===== src/rtl/alu_frame_driver_pkg.sv =====
// rtl/alu_frame_driver_pkg.sv - shared constants and types for the serial ALU frame driver
package alu_frame_driver_pkg;

    localparam int unsigned DATA_W     = 8;
    localparam int unsigned OP_W       = 4;
    localparam int unsigned FIFO_DEPTH = 2;

    localparam logic [OP_W-1:0] OP_ADD = 4'd0;
    localparam logic [OP_W-1:0] OP_SUB = 4'd1;
    localparam logic [OP_W-1:0] OP_AND = 4'd2;
    localparam logic [OP_W-1:0] OP_OR  = 4'd3;

    // Slot order of one 4-clock ALU frame
    typedef enum logic [1:0] {
        PH_OP  = 2'd0,
        PH_A   = 2'd1,
        PH_B   = 2'd2,
        PH_OUT = 2'd3
    } phase_t;

endpackage


===== src/rtl/alu_frame_driver_if.sv =====
// rtl/alu_frame_driver_if.sv - request/response handshake bundle of the frame driver
interface alu_frame_driver_if;
    import alu_frame_driver_pkg::*;

    logic              req_valid;
    logic              req_ready;
    logic [OP_W-1:0]   req_op;
    logic [DATA_W-1:0] req_a;
    logic [DATA_W-1:0] req_b;
    logic              rsp_valid;
    logic              rsp_ready;
    logic [DATA_W-1:0] rsp_data;

    modport master (
        output req_valid, req_op, req_a, req_b, rsp_ready,
        input  req_ready, rsp_valid, rsp_data
    );

    modport slave (
        input  req_valid, req_op, req_a, req_b, rsp_ready,
        output req_ready, rsp_valid, rsp_data
    );

endinterface


===== src/rtl/alu_rsp_fifo.sv =====
// rtl/alu_rsp_fifo.sv - two-entry first-in first-out response buffer
module alu_rsp_fifo
    import alu_frame_driver_pkg::*;
(
    input  logic              clk_i,
    input  logic              rst_i,
    input  logic              s_tvalid_i,
    output logic              s_tready_o,
    input  logic [DATA_W-1:0] s_tdata_i,
    output logic              m_tvalid_o,
    input  logic              m_tready_i,
    output logic [DATA_W-1:0] m_tdata_o,
    output logic [1:0]        count_o
);

    logic [DATA_W-1:0] mem_q [FIFO_DEPTH];
    logic              wr_ptr_q;
    logic              rd_ptr_q;
    logic [1:0]        count_q;
    logic              push;
    logic              pop;

    assign s_tready_o = (count_q != 2'(FIFO_DEPTH));
    assign m_tvalid_o = (count_q != 2'd0);
    assign m_tdata_o  = m_tvalid_o ? mem_q[rd_ptr_q] : '0;
    assign count_o    = count_q;
    assign push       = s_tvalid_i && s_tready_o;
    assign pop        = m_tvalid_o && m_tready_i;

    // Storage, pointers and occupancy; push and pop together leave the count unchanged
    always_ff @(posedge clk_i) begin
        if (rst_i) begin
            mem_q[0] <= '0;
            mem_q[1] <= '0;
            wr_ptr_q <= 1'b0;
            rd_ptr_q <= 1'b0;
            count_q  <= 2'd0;
        end else begin
            if (push) begin
                mem_q[wr_ptr_q] <= s_tdata_i;
                wr_ptr_q        <= ~wr_ptr_q;
            end
            if (pop) begin
                rd_ptr_q <= ~rd_ptr_q;
            end
            case ({push, pop})
                2'b10:   count_q <= count_q + 2'd1;
                2'b01:   count_q <= count_q - 2'd1;
                default: count_q <= count_q;
            endcase
        end
    end

endmodule


===== src/rtl/alu_frame_driver.sv =====
// rtl/alu_frame_driver.sv - frames requests onto the 4-phase serial ALU bus and buffers results
module alu_frame_driver
    import alu_frame_driver_pkg::*;
(
    input  logic              clock_i,
    input  logic              reset_i,
    alu_frame_driver_if.slave bus,
    output logic [DATA_W-1:0] alu_in_o,
    input  logic [DATA_W-1:0] alu_out_i,
    output logic              alu_rst_n_o
);

    phase_t            phase_q;
    logic              frame_vld_q;   // current frame carries an accepted request
    logic              res_due_q;     // alu_out holds a wanted result during this phase 0
    logic              push_q;        // captured result waiting to enter the FIFO
    logic [DATA_W-1:0] res_q;
    logic [OP_W-1:0]   op_q;
    logic [DATA_W-1:0] a_q;
    logic [DATA_W-1:0] b_q;
    logic [1:0]        inflight_q;
    logic [1:0]        fifo_count;
    logic              fifo_in_ready;
    logic              fifo_out_valid;
    logic [DATA_W-1:0] fifo_out_data;
    logic [2:0]        occupancy;
    logic              req_ready_int;
    logic              accept;
    logic              push_fire;

    // Occupancy counts no credit for a pop in the same cycle, so the FIFO can never overflow
    assign occupancy     = {1'b0, inflight_q} + {1'b0, fifo_count};
    assign req_ready_int = !reset_i && (phase_q == PH_OUT) && (occupancy < 3'd2);
    assign accept        = bus.req_valid && req_ready_int;
    assign push_fire     = push_q && fifo_in_ready;

    assign bus.req_ready = req_ready_int;
    assign bus.rsp_valid = fifo_out_valid && !reset_i;
    assign bus.rsp_data  = reset_i ? '0 : fifo_out_data;
    assign alu_rst_n_o   = ~reset_i;

    // Free-running slot counter, restarting at PH_OP together with the ALU
    always_ff @(posedge clock_i) begin
        if (reset_i) begin
            phase_q <= PH_OP;
        end else begin
            phase_q <= phase_t'(phase_q + 2'd1);
        end
    end

    // Frame ownership, result sampling one frame later and capture into push stage
    always_ff @(posedge clock_i) begin
        if (reset_i) begin
            frame_vld_q <= 1'b0;
            res_due_q   <= 1'b0;
            push_q      <= 1'b0;
            res_q       <= '0;
        end else begin
            push_q <= 1'b0;
            if (phase_q == PH_OUT) begin
                frame_vld_q <= accept;
                res_due_q   <= frame_vld_q;
            end
            if ((phase_q == PH_OP) && res_due_q) begin
                res_q     <= alu_out_i;
                push_q    <= 1'b1;
                res_due_q <= 1'b0;
            end
        end
    end

    // Operand latch, loaded only on an accepted request
    always_ff @(posedge clock_i) begin
        if (reset_i) begin
            op_q <= '0;
            a_q  <= '0;
            b_q  <= '0;
        end else if (accept) begin
            op_q <= bus.req_op;
            a_q  <= bus.req_a;
            b_q  <= bus.req_b;
        end
    end

    // Frames between acceptance and their push into the FIFO
    always_ff @(posedge clock_i) begin
        if (reset_i) begin
            inflight_q <= 2'd0;
        end else begin
            case ({accept, push_fire})
                2'b10:   inflight_q <= inflight_q + 2'd1;
                2'b01:   inflight_q <= inflight_q - 2'd1;
                default: inflight_q <= inflight_q;
            endcase
        end
    end

    // Serial operand bus: op, A, B, then idle slot; all zero in empty frames
    always_comb begin
        alu_in_o = '0;
        if (!reset_i && frame_vld_q) begin
            case (phase_q)
                PH_OP:   alu_in_o = {4'h0, op_q};
                PH_A:    alu_in_o = a_q;
                PH_B:    alu_in_o = b_q;
                default: alu_in_o = '0;
            endcase
        end
    end

    alu_rsp_fifo u_rsp_fifo (
        .clk_i      (clock_i),
        .rst_i      (reset_i),
        .s_tvalid_i (push_q),
        .s_tready_o (fifo_in_ready),
        .s_tdata_i  (res_q),
        .m_tvalid_o (fifo_out_valid),
        .m_tready_i (bus.rsp_ready),
        .m_tdata_o  (fifo_out_data),
        .count_o    (fifo_count)
    );

endmodule


===== src/flat_wrapper.sv =====
// flat-port wrapper written by rule: the top's interface ports become plain ports
module alu_frame_driver_flat import alu_frame_driver_pkg::*;
  (clock_i, reset_i, alu_in_o, alu_out_i, alu_rst_n_o, bus_req_valid, bus_req_op, bus_req_a, bus_req_b, bus_rsp_ready, bus_req_ready, bus_rsp_valid, bus_rsp_data);
  alu_frame_driver_if bus_i ();
  input  logic clock_i;
  input  logic reset_i;
  output logic [DATA_W-1:0] alu_in_o;
  input  logic [DATA_W-1:0] alu_out_i;
  output logic alu_rst_n_o;
  input wire logic [$bits(bus_i.req_valid)-1:0] bus_req_valid;
  input wire logic [$bits(bus_i.req_op)-1:0] bus_req_op;
  input wire logic [$bits(bus_i.req_a)-1:0] bus_req_a;
  input wire logic [$bits(bus_i.req_b)-1:0] bus_req_b;
  input wire logic [$bits(bus_i.rsp_ready)-1:0] bus_rsp_ready;
  output wire logic [$bits(bus_i.req_ready)-1:0] bus_req_ready;
  output wire logic [$bits(bus_i.rsp_valid)-1:0] bus_rsp_valid;
  output wire logic [$bits(bus_i.rsp_data)-1:0] bus_rsp_data;
  assign bus_i.req_valid = bus_req_valid;
  assign bus_i.req_op = bus_req_op;
  assign bus_i.req_a = bus_req_a;
  assign bus_i.req_b = bus_req_b;
  assign bus_i.rsp_ready = bus_rsp_ready;
  assign bus_req_ready = bus_i.req_ready;
  assign bus_rsp_valid = bus_i.rsp_valid;
  assign bus_rsp_data = bus_i.rsp_data;
  alu_frame_driver u_core (.clock_i(clock_i), .reset_i(reset_i), .bus(bus_i), .alu_in_o(alu_in_o), .alu_out_i(alu_out_i), .alu_rst_n_o(alu_rst_n_o));
endmodule

===== config.mk =====
export PLATFORM = sky130hd
export DESIGN_NAME = alu_frame_driver_flat
export DESIGN_NICKNAME = d
export VERILOG_FILES = /design/src/rtl/alu_frame_driver_pkg.sv /design/src/rtl/alu_frame_driver_if.sv /design/src/rtl/alu_rsp_fifo.sv /design/src/rtl/alu_frame_driver.sv /design/src/flat_wrapper.sv
export SDC_FILE = /design/constraint.sdc
export NUM_CORES = 1
export LEC_CHECK = 0
export ABC_CLOCK_PERIOD_IN_PS = 3800
export CORE_UTILIZATION = 54
export CTS_CLUSTER_SIZE = 40
export DETAILED_ROUTE_END_ITERATION = 10
export HOLD_SLACK_MARGIN = 0.15
export PLACE_DENSITY_LB_ADDON = 0.1
export SETUP_SLACK_MARGIN = 0.1
export SYNTH_ARGS = -nofsm -noshare
export SYNTH_HDL_FRONTEND = slang
export SYNTH_HIERARCHICAL = 1
export SYNTH_SLANG_ARGS = --single-unit

===== constraint.sdc =====
create_clock -name clock_i -period 3.8 [get_ports clock_i]
set_input_delay 0.38 -clock clock_i [delete_from_list [all_inputs] [get_ports clock_i]]
set_output_delay 0.38 -clock clock_i [all_outputs]
set_load 0.01 [all_outputs]

== Word level (Yosys, flattened, before mapping) ==
Memories as Yosys holds them, arrays and structs flattened. A register that Yosys moved wholly into a read port is not among the register bits.
Index checks and enable logic that the tools add are counted.

* Input bits: 32
* Memories kept: 1
* Flip-flop bits (word level): 39
* RAM bits: 16
* Word-level logic and storage cells: 63
* Output and inout port bits: 19

{| class="wikitable"
|+ Memories
! name !! depth !! width !! read ports !! clocked after Yosys merged registers in !! wr ports !! RTL line !! text
|-
| u_core.u_rsp_fifo.mem_q || 2 || 8 || 1 || 1 || 2 || alu_rsp_fifo.sv:16 || <nowiki>logic [DATA_W-1:0] mem_q [FIFO_DEPTH];</nowiki>
|}

* Bitwise operators: 3
* Mux-type cells: 17
* Add/subtract/negate cells: 6
* Order comparisons: 1
* Equality and inequality tests: 8
* Reduce and logical (&&, ||, !) cells: 15

{| class="wikitable"
|+ Operators by type and width
! cell !! number
|-
| two-way mux 8 bit || 4
|-
| one-hot mux 8 bit (3 select lines) || 1
|-
| two-way mux 1 bit || 10
|-
| equality test 2 bit, second input constant || 4
|-
| logical AND 1 bit || 8
|-
| one-hot mux 2 bit (2 select lines) || 2
|-
| OR reduction 8 bit || 1
|-
| adder 2 x 1 -> 2 bit, second input constant || 3
|-
| equality test 2 x 1 -> 1 bit, second input constant || 3
|-
| nonzero test 2 bit || 3
|-
| subtractor 2 x 1 -> 2 bit, second input constant || 2
|-
| adder 2 x 2 -> 3 bit || 1
|-
| less-than comparator 3 x 2 -> 1 bit, second input constant || 1
|-
| NOT 1 bit || 3
|-
| zero test 2 bit || 1
|-
| != test 2 bit, second input constant || 1
|-
| OR reduction 2 bit || 1
|-
| zero test 1 bit || 1
|}

== Depth between registers and ports, before layout ==
* Depth in word-level cells: 7
* Mapped depth: 9
* Depth with buffers taken out: 8

== By module ==
The synthesis kept the hierarchy.

{| class="wikitable"
|+ By module, submodules not included
! module !! instances !! seq. area each (µm²) !! area each (µm²) !! cells an instance
|-
| alu_frame_driver || 1 || 700.7 || 1515.2 || 189
|-
| alu_rsp_fifo || 1 || 580.6 || 955.9 || 86
|}

== Least setup slack after synthesis ==
Ideal clock, no wire load.

* Path type: flip-flop to flip-flop
* Start point: reg u_core.u_rsp_fifo.count_q[0] (netlist: u_core/u_rsp_fifo/count_o[0])
* End point: reg u_core.inflight_q[1]
* Period minus slack after synthesis: 2.317 ns
* Data arrival time: 2.246 ns
* Cell stages (with the launch flop): 9
* Setup time: 0.070 ns
* Data required time: 3.730 ns
* Path buffers: 1
* Path slack: 1.483 ns
* Cell sequence: dfxtp_1 -> and2_1 -> fa_1 -> and4bb_1 -> buf_4 -> nand2_1 -> ha_1 -> or3_1 -> a21oi_1

* Word-level cells in the longest chain between the ends: 6
* Elaborated cells on any way between the ends: 10
* Classes of those cells: add/sub: 1; order compare: 1; eq/ne: 3; mux: 1; reduce/logical: 4

{| class="wikitable"
|+ Ends and longest elaborated chain
! item !! RTL line !! text
|-
| from (decl) || alu_rsp_fifo.sv:19 || <nowiki>logic [1:0] count_q;</nowiki>
|-
| from (signal assigned) || alu_rsp_fifo.sv:47 || <nowiki>2'b10: count_q <= count_q + 2'd1;</nowiki>
|-
| from (signal assigned) || alu_rsp_fifo.sv:48 || <nowiki>2'b01: count_q <= count_q - 2'd1;</nowiki>
|-
| from (signal assigned) || alu_rsp_fifo.sv:49 || <nowiki>default: count_q <= count_q;</nowiki>
|-
| adder 2 x 2 -> 3 bit || alu_frame_driver.sv:32 || <nowiki>assign occupancy = {1'b0, inflight_q} + {1'b0, fifo_count};</nowiki>
|-
| less-than comparator 3 x 2 -> 1 bit || alu_frame_driver.sv:33 || <nowiki>assign req_ready_int = !reset_i && (phase_q == PH_OUT) && (occupancy < 3'd2);</nowiki>
|-
| logical AND 1 bit || alu_frame_driver.sv:33 ||
|-
| logical AND 1 bit || alu_frame_driver.sv:34 || <nowiki>assign accept = bus.req_valid && req_ready_int;</nowiki>
|-
| equality test 2 x 1 -> 1 bit or equality test 2 bit (tied branches) || alu_frame_driver.sv:90 || <nowiki>case ({accept, push_fire})</nowiki>
|-
| one-hot mux 2 bit (2 select lines) or nonzero test 2 bit (tied branches) || -- ||
|-
| to (signal assigned) || alu_frame_driver.sv:91 || <nowiki>2'b10: inflight_q <= inflight_q + 2'd1;</nowiki>
|-
| to (signal assigned) || alu_frame_driver.sv:92 || <nowiki>2'b01: inflight_q <= inflight_q - 2'd1;</nowiki>
|-
| to (signal assigned) || alu_frame_driver.sv:93 || <nowiki>default: inflight_q <= inflight_q;</nowiki>
|-
| to (decl) || alu_frame_driver.sv:21 || <nowiki>logic [1:0] inflight_q;</nowiki>
|}

Several ways; a longest one is shown, not always the timed one.
A chain may end at the register's enable or synchronous reset.

== Worst setup path in the final report ==
* Start point: reg u_core.u_rsp_fifo.count_q[0] (netlist: u_core/u_rsp_fifo/count_o[0])
* End point: out bus_req_ready

* Word-level cells in the longest chain between the ends: 3

{| class="wikitable"
|+ Ends and longest elaborated chain
! item !! RTL line !! text
|-
| adder 2 x 2 -> 3 bit || alu_frame_driver.sv:32 ||
|-
| less-than comparator 3 x 2 -> 1 bit || alu_frame_driver.sv:33 ||
|-
| logical AND 1 bit || alu_frame_driver.sv:33 ||
|-
| to (decl) || flat_wrapper.sv:15 || <nowiki>output wire logic [$bits(bus_i.req_ready)-1:0] bus_req_ready;</nowiki>
|}

No other way between the ends.

==> flow_metrics.py <==
metrics = {
    "worst_setup_path": {
        "cp_top_family": "buffers and inverters",
        "cp.depth": 4,
        "worstSetupPathType": "register to primary output",
        "crit_buf_inv": 1,
        "crit_fanout": 6,
        "cp_slowest_stage_delay_ns": 0.59,
        "crit_end": "bus_req_ready",
        "r2r-start": "u_core/u_rsp_fifo/count_o[0]$_SDFFE_PP0P_",
        "crit_chain": "and2_1, fa_1, nor4b_1, clkdlybuf4s50_1",
        "cp-end-kind": "primary output",
        "start_kind": "register",
        "r2r_setup_slack_ns": 1.26,
        "crit_start": "u_core/u_rsp_fifo/count_o[0]$_SDFFE_PP0P_",
        "required_ns": 3.42,
        "slowest_stage": "clkdlybuf4s50_1",
        "cp.arrival_ns": 2.26,
        "r2r_end": "u_core/inflight_q[1]$_SDFFE_PP0P_",
        "rr_worst_depth": 8,
    },
    "sta": {
        "min_period_over_period_pct": 69.4,
        "period_needed_ns": 2.64,
        "drv_slew": 0,
        "tightest_slew_ns": 0.862,
        "clock_skew_ns": 0.00650,
        "relSlewSlack_pct": 42.2,
        "fin_tns_setup_ns": 0,
        "final_hold_viol_count": 0,
        "max_freq_ghz": 0.379,
        "setup_viol_count_final": 0,
        "fin_hold_ws_ns": 0.459,
        "rsz0062_at_grt": "no",
    },
    "global_route": {
        "grt_pass1_wl_um": 8340,
        "grt_max_degree": 42,
        "grt_usage_pct": 21.5,
        "grt_pass1_vias": 1871,
        "antenna_found_initial": 0,
        "grt_overflow_total": 0,
    },
    "final_layout": {
        "layout_common_cells": "nand2_1, clkdlybuf4s50_1, nor2_1, dfxtp_1, a21oi_1",
        "final_common_cell": "nand2_1",
        "diodes": 0,
        "final_util_pct": 69.7,
        "finalInstanceArea_mm2": 0.00306,
        "syn2layout_area_growth_pct": 23.7,
        "finalNetCount": 359,
        "drive_above_1_share_pct": 3.75,
    },
    "cts": {
        "clk-insertion-delay-late_ns": 0.30,
        "cts_hold_buffers": 0,
        "cts_tree": "yes",
        "cts_setup_buffers": 0,
        "cts-resized-gates": 0,
        "clkSlewWorstSetupHoldPaths_ns": 0.08,
        "root_buffer": "clkbuf_8",
        "cts_buffers": 5,
        "cts.htree.levels": 2,
        "clock_path_buffers": 2,
        "clock_sinks": 56,
    },
    "power_and_ir_drop": {
        "power_density_mw_per_mm2": 333,
        "ir_drop_v": 0.000236,
        "power.total_mw": 1.02,
        "cellLeakagePower_nw": 1.01,
    },
    "floorplanning": {
        "core_area_mm2": 0.00438,
        "die_h_um": 69.6,
        "initial_core_util_pct": 56.4,
        "io_pins": 51,
        "row_count": 24,
        "die_w_um": 69.6,
        "die_area_mm2": 0.00485,
    },
    "synth": {
        "ys_ff_latch": 56,
        "yosysUniqueCellTypes": 29,
        "syn_inst": 275,
        "syn_nets": 315,
        "ys_warn_count": 6,
        "seq_area_frac_synth_pct": 51.8,
        "synth.avg_cell_area_um2": 8.99,
        "synth_area_mm2": 0.00247,
    },
    "min_path": {
        "hold_path.class": "register to register",
    },
    "job": {
        "maxCapViolations": 0,
    },
    "placement": {
        "gp_congestion": 0.763,
        "hpwl_um": 3440,
        "placed_area_mm2": 0.00298,
        "port_buffers": 50,
    },
    "routing": {
        "first_iter_violations": 166,
        "wl_per_cell_um": 13.1,
        "via_per_inst": 5.34,
        "remaining_drc_errors": 0,
        "dr.pass1.iters": 4,
        "num_vias": 1988,
        "wl_um": 4890,
        "ant_nets": 0,
    },
    "run_status": {
        "status": "complete, no violations",
    },
}
[routing by layer]
metal	wire length [um]	share of wire [%]	global-route usage, %	vias up
li1	-	-	-	1000
met1	2140	44	27.7	931
met2	2450	50	36.2	51
met3	234	4.8	4.80	6
met4	68	1.4	6.44	0
met5	0	0	0	-
[stage by stage]
stage          std cells  setup slack (ns)
2_1_floorplan        275              1.48
3_3_place_gp         364              1.37
3_5_place_dp         364              1.27
4_1_cts              372              1.14
5_1_grt              372              1.01
6_report             372              1.16
[where the power goes]
group          total, mW  switching [mW]  internal, mW
registers          0.632         0.00694         0.625
clock network      0.304           0.174         0.130
logic             0.0818          0.0384        0.0433
total               1.02           0.219         0.798
[Yosys cell counts]
| master | number | area (um^2) |
|---|---|---|
| and2_1 | 3 | 18.8 |
| a222oi_1 | 4 | 40.0 |
| edfxtp_1 | 16 | 480 |
| nand2_1 | 60 | 225 |
| buf_1 | 2 | 7.51 |
| nor2b_1 | 10 | 62.6 |
| a21bo_2 | 1 | 10.0 |
| xnor2_1 | 2 | 17.5 |
| xor2_1 | 3 | 26.3 |
| o21ai_0 | 3 | 15.0 |
| nor4b_1 | 1 | 8.76 |
| nand3_2 | 1 | 10.0 |
| fa_1 | 1 | 20.0 |
| nor3_1 | 1 | 5.00 |
| nor2_1 | 40 | 150 |
| dfxtp_1 | 40 | 801 |
| a21oi_1 | 32 | 160 |
| a22oi_1 | 4 | 30.0 |
| mux2i_1 | 9 | 90.1 |
| clkbuf_1 | 5 | 18.8 |
| ha_1 | 7 | 87.6 |
| inv_1 | 5 | 18.8 |
| and4bb_1 | 1 | 12.5 |
| buf_4 | 2 | 15.0 |
| or3_1 | 2 | 12.5 |
| nand3b_2 | 1 | 11.3 |
| nand2b_1 | 12 | 75.1 |
| buf_2 | 6 | 30.0 |
| nand4bb_1 | 1 | 11.3 |
[worst min path at each step]
stage	from	to	slack [ns]	cells after the start
floorplan	u_core/b_q[1]$_SDFFE_PP0P_	u_core/b_q[1]$_SDFFE_PP0P_	0.44	2
global placement	u_core/b_q[1]$_SDFFE_PP0P_	u_core/b_q[1]$_SDFFE_PP0P_	0.44	2
detailed placement	u_core/a_q[6]$_SDFFE_PP0P_	u_core/a_q[6]$_SDFFE_PP0P_	0.45	2
CTS	u_core/a_q[6]$_SDFFE_PP0P_	u_core/a_q[6]$_SDFFE_PP0P_	0.46	2
global route	u_core/res_q[5]$_SDFFE_PP0P_	u_core/res_q[5]$_SDFFE_PP0P_	0.48	2
finish	u_core/res_q[5]$_SDFFE_PP0P_	u_core/res_q[5]$_SDFFE_PP0P_	0.46	2
[sequential cells by signal, indices dropped and copies added, names as in the netlist, 2 cells and up, named ones only]
signal,cells
u_core/b_q,8
u_core/u_rsp_fifo/count_o,2
u_core/u_rsp_fifo/mem_q,16
u_core/phase_q,2
u_core/a_q,8
u_core/inflight_q,2
u_core/op_q,4
u_core/res_q,8
[cell families after synthesis]
family          share of synthesized area (%)
simple gates                             24.4
flops                                    51.8
compound gates                           10.3
buf+inv                                  3.65
mux                                      3.65
fa+ha+maj                                4.35
xor+xnor                                 1.77
[final cells by class]
cell class	instances	area [um^2]
multi-input cells	199	1100
flip-flops and latches	56	1280
well taps	52	65.1
clock buffers	7	76.3
repair buffers	52	510
clock inverters	1	5.00
inverters	5	18.8
fillers	350	1330
[tightest hold or removal path, cell delays in order (launching register included)]
cell	delay [ns]
dfxtp_1	0.32
nand2_1	0.05
a21oi_1	0.05
Power figures use the tool's default switching activity.
